--- src/rtl/camera_capture.sv ---
// Camera capture: RGB565 byte stream (CAM_PCLK domain) to RGB332 frame-buffer writes on CLOCK.
// Optional macro CAPTURE_TEST_PATTERN_EN replaces pixel data with three colour bars.
module camera_capture #(
   parameter int SCREEN_WIDTH  = 176,
   parameter int SCREEN_HEIGHT = 144
) (
   input  logic        CLOCK,
   input  logic        RESET,
   input  logic [7:0]  CAM_DATA,
   input  logic        CAM_PCLK,
   input  logic        CAM_HREF,
   input  logic        CAM_VSYNC,
   output logic [7:0]  PIXEL_OUT,
   output logic [14:0] W_ADDR,
   output logic        W_EN,
   output logic        FRAME_DONE
);

   localparam int unsigned XW = $clog2(SCREEN_WIDTH + 1) + 1;
   localparam int unsigned YW = $clog2(SCREEN_HEIGHT + 1) + 1;
   localparam int unsigned AW = 15;

   typedef enum logic [1:0] {WAIT_FRAME, WAIT_LINE, BYTE_HI, BYTE_LO} state_t;

   logic [1:0] pclk_sync, href_sync, vsync_sync;
   logic [7:0] data_meta, data_s;
   logic       pclk_d, href_d, vsync_d;

   // Two-flop synchronizers plus one extra sample for edge detection
   always_ff @(posedge CLOCK or posedge RESET) begin
      if (RESET) begin
         pclk_sync  <= '0;
         href_sync  <= '0;
         vsync_sync <= '0;
         data_meta  <= '0;
         data_s     <= '0;
         pclk_d     <= 1'b0;
         href_d     <= 1'b0;
         vsync_d    <= 1'b0;
      end else begin
         pclk_sync  <= {pclk_sync[0], CAM_PCLK};
         href_sync  <= {href_sync[0], CAM_HREF};
         vsync_sync <= {vsync_sync[0], CAM_VSYNC};
         data_meta  <= CAM_DATA;
         data_s     <= data_meta;
         pclk_d     <= pclk_sync[1];
         href_d     <= href_sync[1];
         vsync_d    <= vsync_sync[1];
      end
   end

   logic pclk_edge, href_s, href_fall, vsync_rise, vsync_fall;
   assign pclk_edge  = pclk_sync[1] & ~pclk_d;
   assign href_s     = href_sync[1];
   assign href_fall  = ~href_sync[1] & href_d;
   assign vsync_rise = vsync_sync[1] & ~vsync_d;
   assign vsync_fall = ~vsync_sync[1] & vsync_d;

   state_t         state;
   logic [XW-1:0]  x;
   logic [YW-1:0]  y;
   logic [AW-1:0]  line_base;
   logic [5:0]     hi_bits;
   logic [7:0]     pixel_c;
   logic           in_window_c;

   assign in_window_c = (x < XW'(SCREEN_WIDTH)) && (y < YW'(SCREEN_HEIGHT));

`ifdef CAPTURE_TEST_PATTERN_EN
   always_comb begin
      pixel_c = 8'h03;
      if (x < XW'(59))       pixel_c = 8'hE0;
      else if (x < XW'(118)) pixel_c = 8'h1C;
   end
`else
   // Top 3 red, 3 green, 2 blue bits of the RGB565 pair
   assign pixel_c = {hi_bits, data_s[4:3]};
`endif

   always_ff @(posedge CLOCK or posedge RESET) begin
      if (RESET) begin
         state      <= WAIT_FRAME;
         x          <= '0;
         y          <= '0;
         line_base  <= '0;
         hi_bits    <= '0;
         PIXEL_OUT  <= '0;
         W_ADDR     <= '0;
         W_EN       <= 1'b0;
         FRAME_DONE <= 1'b0;
      end else begin
         W_EN       <= 1'b0;
         FRAME_DONE <= 1'b0;
         // Frame end aborts any line in progress and wins over a coincident pixel
         if (vsync_rise && state != WAIT_FRAME) begin
            FRAME_DONE <= 1'b1;
            state      <= WAIT_FRAME;
            x          <= '0;
            y          <= '0;
            line_base  <= '0;
         end else begin
            case (state)
               WAIT_FRAME: begin
                  if (vsync_fall) begin
                     state     <= WAIT_LINE;
                     x         <= '0;
                     y         <= '0;
                     line_base <= '0;
                  end
               end
               WAIT_LINE: begin
                  if (href_s) state <= BYTE_HI;
               end
               BYTE_HI, BYTE_LO: begin
                  if (href_fall) begin
                     state <= WAIT_LINE;
                     x     <= '0;
                     if (y < YW'(SCREEN_HEIGHT)) begin
                        y         <= y + YW'(1);
                        line_base <= line_base + AW'(SCREEN_WIDTH);
                     end
                  end else if (pclk_edge && href_s) begin
                     if (state == BYTE_HI) begin
                        hi_bits <= {data_s[7:5], data_s[2:0]};
                        state   <= BYTE_LO;
                     end else begin
                        state <= BYTE_HI;
                        if (in_window_c) begin
                           W_EN      <= 1'b1;
                           PIXEL_OUT <= pixel_c;
                           W_ADDR    <= line_base + AW'(x);
                        end
                        if (x != XW'(SCREEN_WIDTH)) x <= x + XW'(1);
                     end
                  end
               end
               default: state <= WAIT_FRAME;
            endcase
         end
      end
   end

endmodule

--- config.mk ---
export PLATFORM = sky130hd
export DESIGN_NAME = camera_capture
export DESIGN_NICKNAME = d
export VERILOG_FILES = /design/src/rtl/camera_capture.sv
export SDC_FILE = /design/constraint.sdc
export NUM_CORES = 1
export LEC_CHECK = 0
export ABC_AREA = 0
export CAP_MARGIN = 20
export CELL_PAD_IN_SITES_DETAIL_PLACEMENT = 0
export CELL_PAD_IN_SITES_GLOBAL_PLACEMENT = 1
export CORE_ASPECT_RATIO = 0.75
export CORE_MARGIN = 3
export CORE_UTILIZATION = 35
export DETAILED_ROUTE_END_ITERATION = 10
export GPL_TIMING_DRIVEN = 1
export PLACE_DENSITY_LB_ADDON = 0.1
export SYNTH_ARGS = -nofsm -noshare
export SYNTH_HDL_FRONTEND = slang
export SYNTH_SLANG_ARGS = --single-unit
--- constraint.sdc ---
create_clock -name CLOCK -period 5.34 [get_ports CLOCK]
set_input_delay 1.335 -clock CLOCK [delete_from_list [all_inputs] [get_ports CLOCK]]
set_output_delay 1.335 -clock CLOCK [all_outputs]
set_load 0.1 [all_outputs]
After elaboration in Yosys (flattened, before gate mapping)
Cells that the tools add are included.
{"block": "word_totals", "regBits": 91, "out_inout_bits": 25, "elab_cells": 87}
{"block": "op_classes", "addsub": 4, "n_lt_le_gt_ge": 2, "n_eq_ne": 11, "mux": 30, "bitwise": 11, "reduce_logical": 12}
{"operator": "two-way mux 9 bit", "n": 9}
{"operator": "two-way mux 15 bit", "n": 4}
{"operator": "case mux 9 bit (2 select lines)", "n": 2}
{"operator": "case mux 15 bit (2 select lines)", "n": 1}
{"operator": "adder 9 x 1 -> 9 bit (second input constant)", "n": 2}
{"operator": "< comparator 9 x 8 -> 1 bit (second input constant)", "n": 2}
{"operator": "adder 15 x 8 -> 15 bit (second input constant)", "n": 1}
{"operator": "adder 15 x 9 -> 15 bit", "n": 1}
{"operator": "!= test 3 bit (second input constant)", "n": 4}
{"operator": "!= test 4 bit (second input constant)", "n": 3}
{"operator": "two-way mux 2 bit", "n": 5}
{"operator": "AND reduction 5 bit", "n": 2}
{"operator": "!= test 9 x 8 -> 1 bit (second input constant)", "n": 1}
{"operator": "two-way mux 1 bit", "n": 8}
{"operator": "inverter 1 bit", "n": 7}
{"operator": "case mux 2 bit (3 select lines)", "n": 1}
{"operator": "AND reduction 6 bit", "n": 1}
{"operator": "bitwise AND 1 bit", "n": 4}
{"operator": "equality test 2 bit (second input constant)", "n": 2}
{"operator": "AND reduction 4 bit", "n": 1}
{"operator": "logical AND 1 bit", "n": 3}
{"operator": "AND reduction 3 bit", "n": 1}
{"operator": "nonzero test 3 bit", "n": 1}
{"operator": "equality test 2 x 1 -> 1 bit (second input constant)", "n": 1}
{"operator": "other kinds (3)", "n": 3}

Depth between registers and ports, before layout
{"block": "logic_depth", "depth_word": 8, "ltp_mapped": 8, "depth_no_buf": 7}

Worst setup path after synthesis
No wires, ideal clock.
{"block": "synth_timing", "kind": "register to output", "start": "register W_ADDR[0]", "end": "output W_ADDR[0]", "arrival_time_ps": 897, "required_time_ps": 4005, "setup_slack_ps": 3108, "stages_incl_launch_ff": 1, "n_path_buf": 0, "path_cell_list": "dfrtp_1"}
{"element": "start: declaration", "line": "14", "rtl": "output logic [14:0] W_ADDR,"}
{"element": "start signal: assignment", "line": "131", "rtl": "W_ADDR <= line_base + AW'(x);"}
No word-level cell between the ends.

Worst setup path in the final report
{"block": "layout_timing", "start": "register W_ADDR[14]", "end": "output W_ADDR[14]"}
No word-level cell between the ends.

==> impl_metrics.yaml <==
flow_run:
  max_cap_violations: 0
floorplan:
  placeableCoreArea_um2: 10500
  row_count: 32
  die_area_um2: 12300
  die-height_um: 96.8
  initial_utilization: 0.367
  boundaryPins: 38
  horizontal_extent_of_the_die_um: 127
yosys:
  synth.cell_area_um2: 3850
  synthTopCellsByCount: "87 x dfrtp_1, 32 x o21ai_0, 30 x nand2_1, 18 x nor2_1, 14 x nand3_1"
  synthTopCellsByArea: "dfrtp_1 57%, o21ai_0 4.2%, mux2_1 3.2%, mux2_2 3.2%, ha_1 2.9%"
  most_common_cell_in_the_synthesized_netlist: "dfrtp_1"
  asr_flop_ratio_synth: 1.00
  synth_cell_types: 54
  yosys_warnings: 0
  synth.avg_cell_area_um2: 11.6
  ys_ff_latch: 87
  synth_top_area_share: 0.566
  synth_sequential_area_ratio: 0.566
  postSynthCellCount: 333
  number_of_enable_type_register_cells_in_the_synthesized_netlist: 0
  most_used_flip_flop_cell_after_synthesis: "dfrtp_1"
  synthesis.nets: 355
  library_cell_with_the_largest_summed_area_after_synthesis: "dfrtp_1"
power_and_ir_drop:
  leakage_power_of_the_design_nw: 2.06
  total_power_mw: 2.10
  power.density_cell_area_nw_per_um2: 451
  ir_worst_vdd_mv: 0.195
cts:
  total_cts_buffers: 9
  max-clock-path-buffers: 2
  cts.repair_timing.setup_buffer_count: 0
  cts_resized: 0
  clkSinkCount: 87
  clock_tree.htree_level_count: 3
  clk_latency_ns: 0.34
  clkTransAtPathRegs_ns: 0.07
  clock_tree.root_cell: "clkbuf_16"
  cts_tree: "done"
  cts.hold.buffers_added: 0
hold_path:
  holdPathEnd: "data_s[2]"
  timing.hold.worst_path_depth: 0
  timing.hold.worst.start: "data_meta[2]"
  hp-class: "reg2reg"
drt:
  routed_via_density: 5.11
  routed_wirelength_um: 8230
  final_antenna_net_count: 0
  routed_via_count: 2633
  detail_route.first_pass.iterations: 5
  detailedRoute.firstIterationViolations: 170
  post-route-drc-count: 0
  wl_per_cell_um: 16.0
sta:
  max_clock_freq_mhz: 315
  unrepaired_setup_endpoints_after_global_routing: "false"
  worst_pin_slew_ns: 0.991
  hold_ws_ns: 0.350
  timing.final.crit_period_ns: 3.17
  number_of_hold_violations_in_the_final_report: 0
  maxSlewHeadroom: 0.338
  setup_violations: 0
  clock-skew-final_ns: 0.00670
  final.period_utilization: 0.594
  setup-tns-final_ns: 0
  maxSlewViolCount: 0
global_route:
  grt_first_pass_wirelength_um: 14000
  grt_pass1_vias: 2568
  gr-usage-all-layers: 0.144
  global_route.overflow_total: 0
  antenna_found_initial: 0
  largest_net_degree_at_the_start_of_global_routing: 58
placement:
  finalWeightedCongestion: 0.751
  detailed_place_hpwl_um: 5530
  buffer_ports.inserted: 37
worst_setup_path:
  worstPathRequired_ns: 4.01
  crit_slowest_cell: "clkdlybuf4s50_1"
  critical_path.reg2reg.endpoint: "PIXEL_OUT[1]"
  critical_path.reg2reg.startpoint: "state[0]"
  ff2ff_setup_slack_ns: 2.85
  path_class: "reg2out"
  critical_path.top_delay_family: "buffers and inverters"
  setup.worst_path.end_class: "primary output"
  crit_chain: "clkdlybuf4s50_1"
  crit_buf_inv: 1
  timing.critical_path.from_type: "flop"
  max_stage_delay_ns: 1.14
  rr_worst_depth: 5
  worst_ep_arrival_ns: 1.84
  worstPathMaxFanout: 2
cells_and_area:
  nNetsFinal: 396
  final_layout_size_suffix_gt1_frac: 0.113
  diodes: 0
  layout-area-overhead-vs-synth_pct: 20.9
  nFillCells: 1011
status:
  status: "complete, no violations"
-- power by group --
| part | internal (mW) | switching (mW) |
|---|---|---|
| logic | 0.187 | 0.469 |
| clock network | 0.335 | 0.273 |
| registers | 0.747 | 0.0842 |
-- cells by family after synthesis --
kind of cell | share of synthesized area
and+or+nand+nor | 0.154
DFF | 0.566
AOI/OAI and AO/OA | 0.138
muxes | 0.0670
buffers and inverters | 0.0257
xor gates and xnor gates | 0.0205
adders and majority gates | 0.0293
-- layout by cell type, fill, tap and decap left out, types with 2 or more instances in the layout --
master,instances
xor2_1,2
clkdlybuf4s50_1,37
nand2_1,30
nand3_1,14
o21a_1,2
or3_1,6
o21ai_1,2
ha_1,9
dfrtp_1,87
inv_1,8
a31oi_1,2
nor2b_1,3
and2_1,2
xnor2_1,7
a211o_1,2
or4_1,5
o21ai_0,32
nand2b_1,6
mux2_1,11
o211ai_1,3
nor4b_4,2
clkinv_2,2
nor2_1,18
inv_6,2
clkbuf_16,9
a41oi_1,2
a21boi_1,5
nand4_1,4
mux2_2,11
a21oi_1,9
o31ai_1,6
buf_4,2
clkinv_4,2
o41ai_1,4
and3_1,6
-- how the worst max path moves through the flow --
stage	startpoint	endpoint	depth (start not counted)
after global placement	RESET	x[6]	3
after global routing	W_ADDR[14]	W_ADDR[14]	1
after floorplan	RESET	FRAME_DONE	1
final	W_ADDR[14]	W_ADDR[14]	1
after CTS	PIXEL_OUT[0]	PIXEL_OUT[0]	1
after detailed placement	RESET	x[4]	3
-- cell type report --
| type | instances | area, um^2 | area share |
|---|---|---|---|
| clock inverters | 6 | 51.3 | 0.0110 |
| flip-flops and latches | 87 | 2180 | 0.468 |
| well taps | 136 | 170 | 0.0366 |
| clock buffers | 10 | 239 | 0.0514 |
| repair buffers | 40 | 405 | 0.0872 |
| multi-input cells | 227 | 1570 | 0.338 |
| inverters | 9 | 35.0 | 0.00754 |
-- per-stage QoR --
stage          utilization  setup slack, ns  area (um^2)  cells
2_1_floorplan            -             1.75         3850    333
3_3_place_gp         0.414             2.42         4340    498
3_5_place_dp         0.414             2.42         4340    498
4_1_cts              0.441             2.14         4630    514
5_1_grt              0.443             2.10         4650    515
6_report             0.443             2.17         4650    515
-- sequential cells by signal, summed over array words and instances, names as in the netlist --
signal	cells
pclk_d	1
y	9
hi_bits	6
line_base	11
state	2
FRAME_DONE	1
vsync_sync	2
vsync_d	1
href_sync	2
PIXEL_OUT	8
pclk_sync	2
href_d	1
data_s	8
x	9
W_EN	1
data_meta	8
W_ADDR	15
-- routing by layer --
layer  vias to the layer above  GRT usage  part of all wire
li1                       1287          -                 -
met4                         0     0.0437             0.012
met1                      1275      0.230              0.54
met2                        59      0.184              0.40
met5                         -          0                 0
met3                        12     0.0442             0.049
Power figures use the tool's default switching activity.
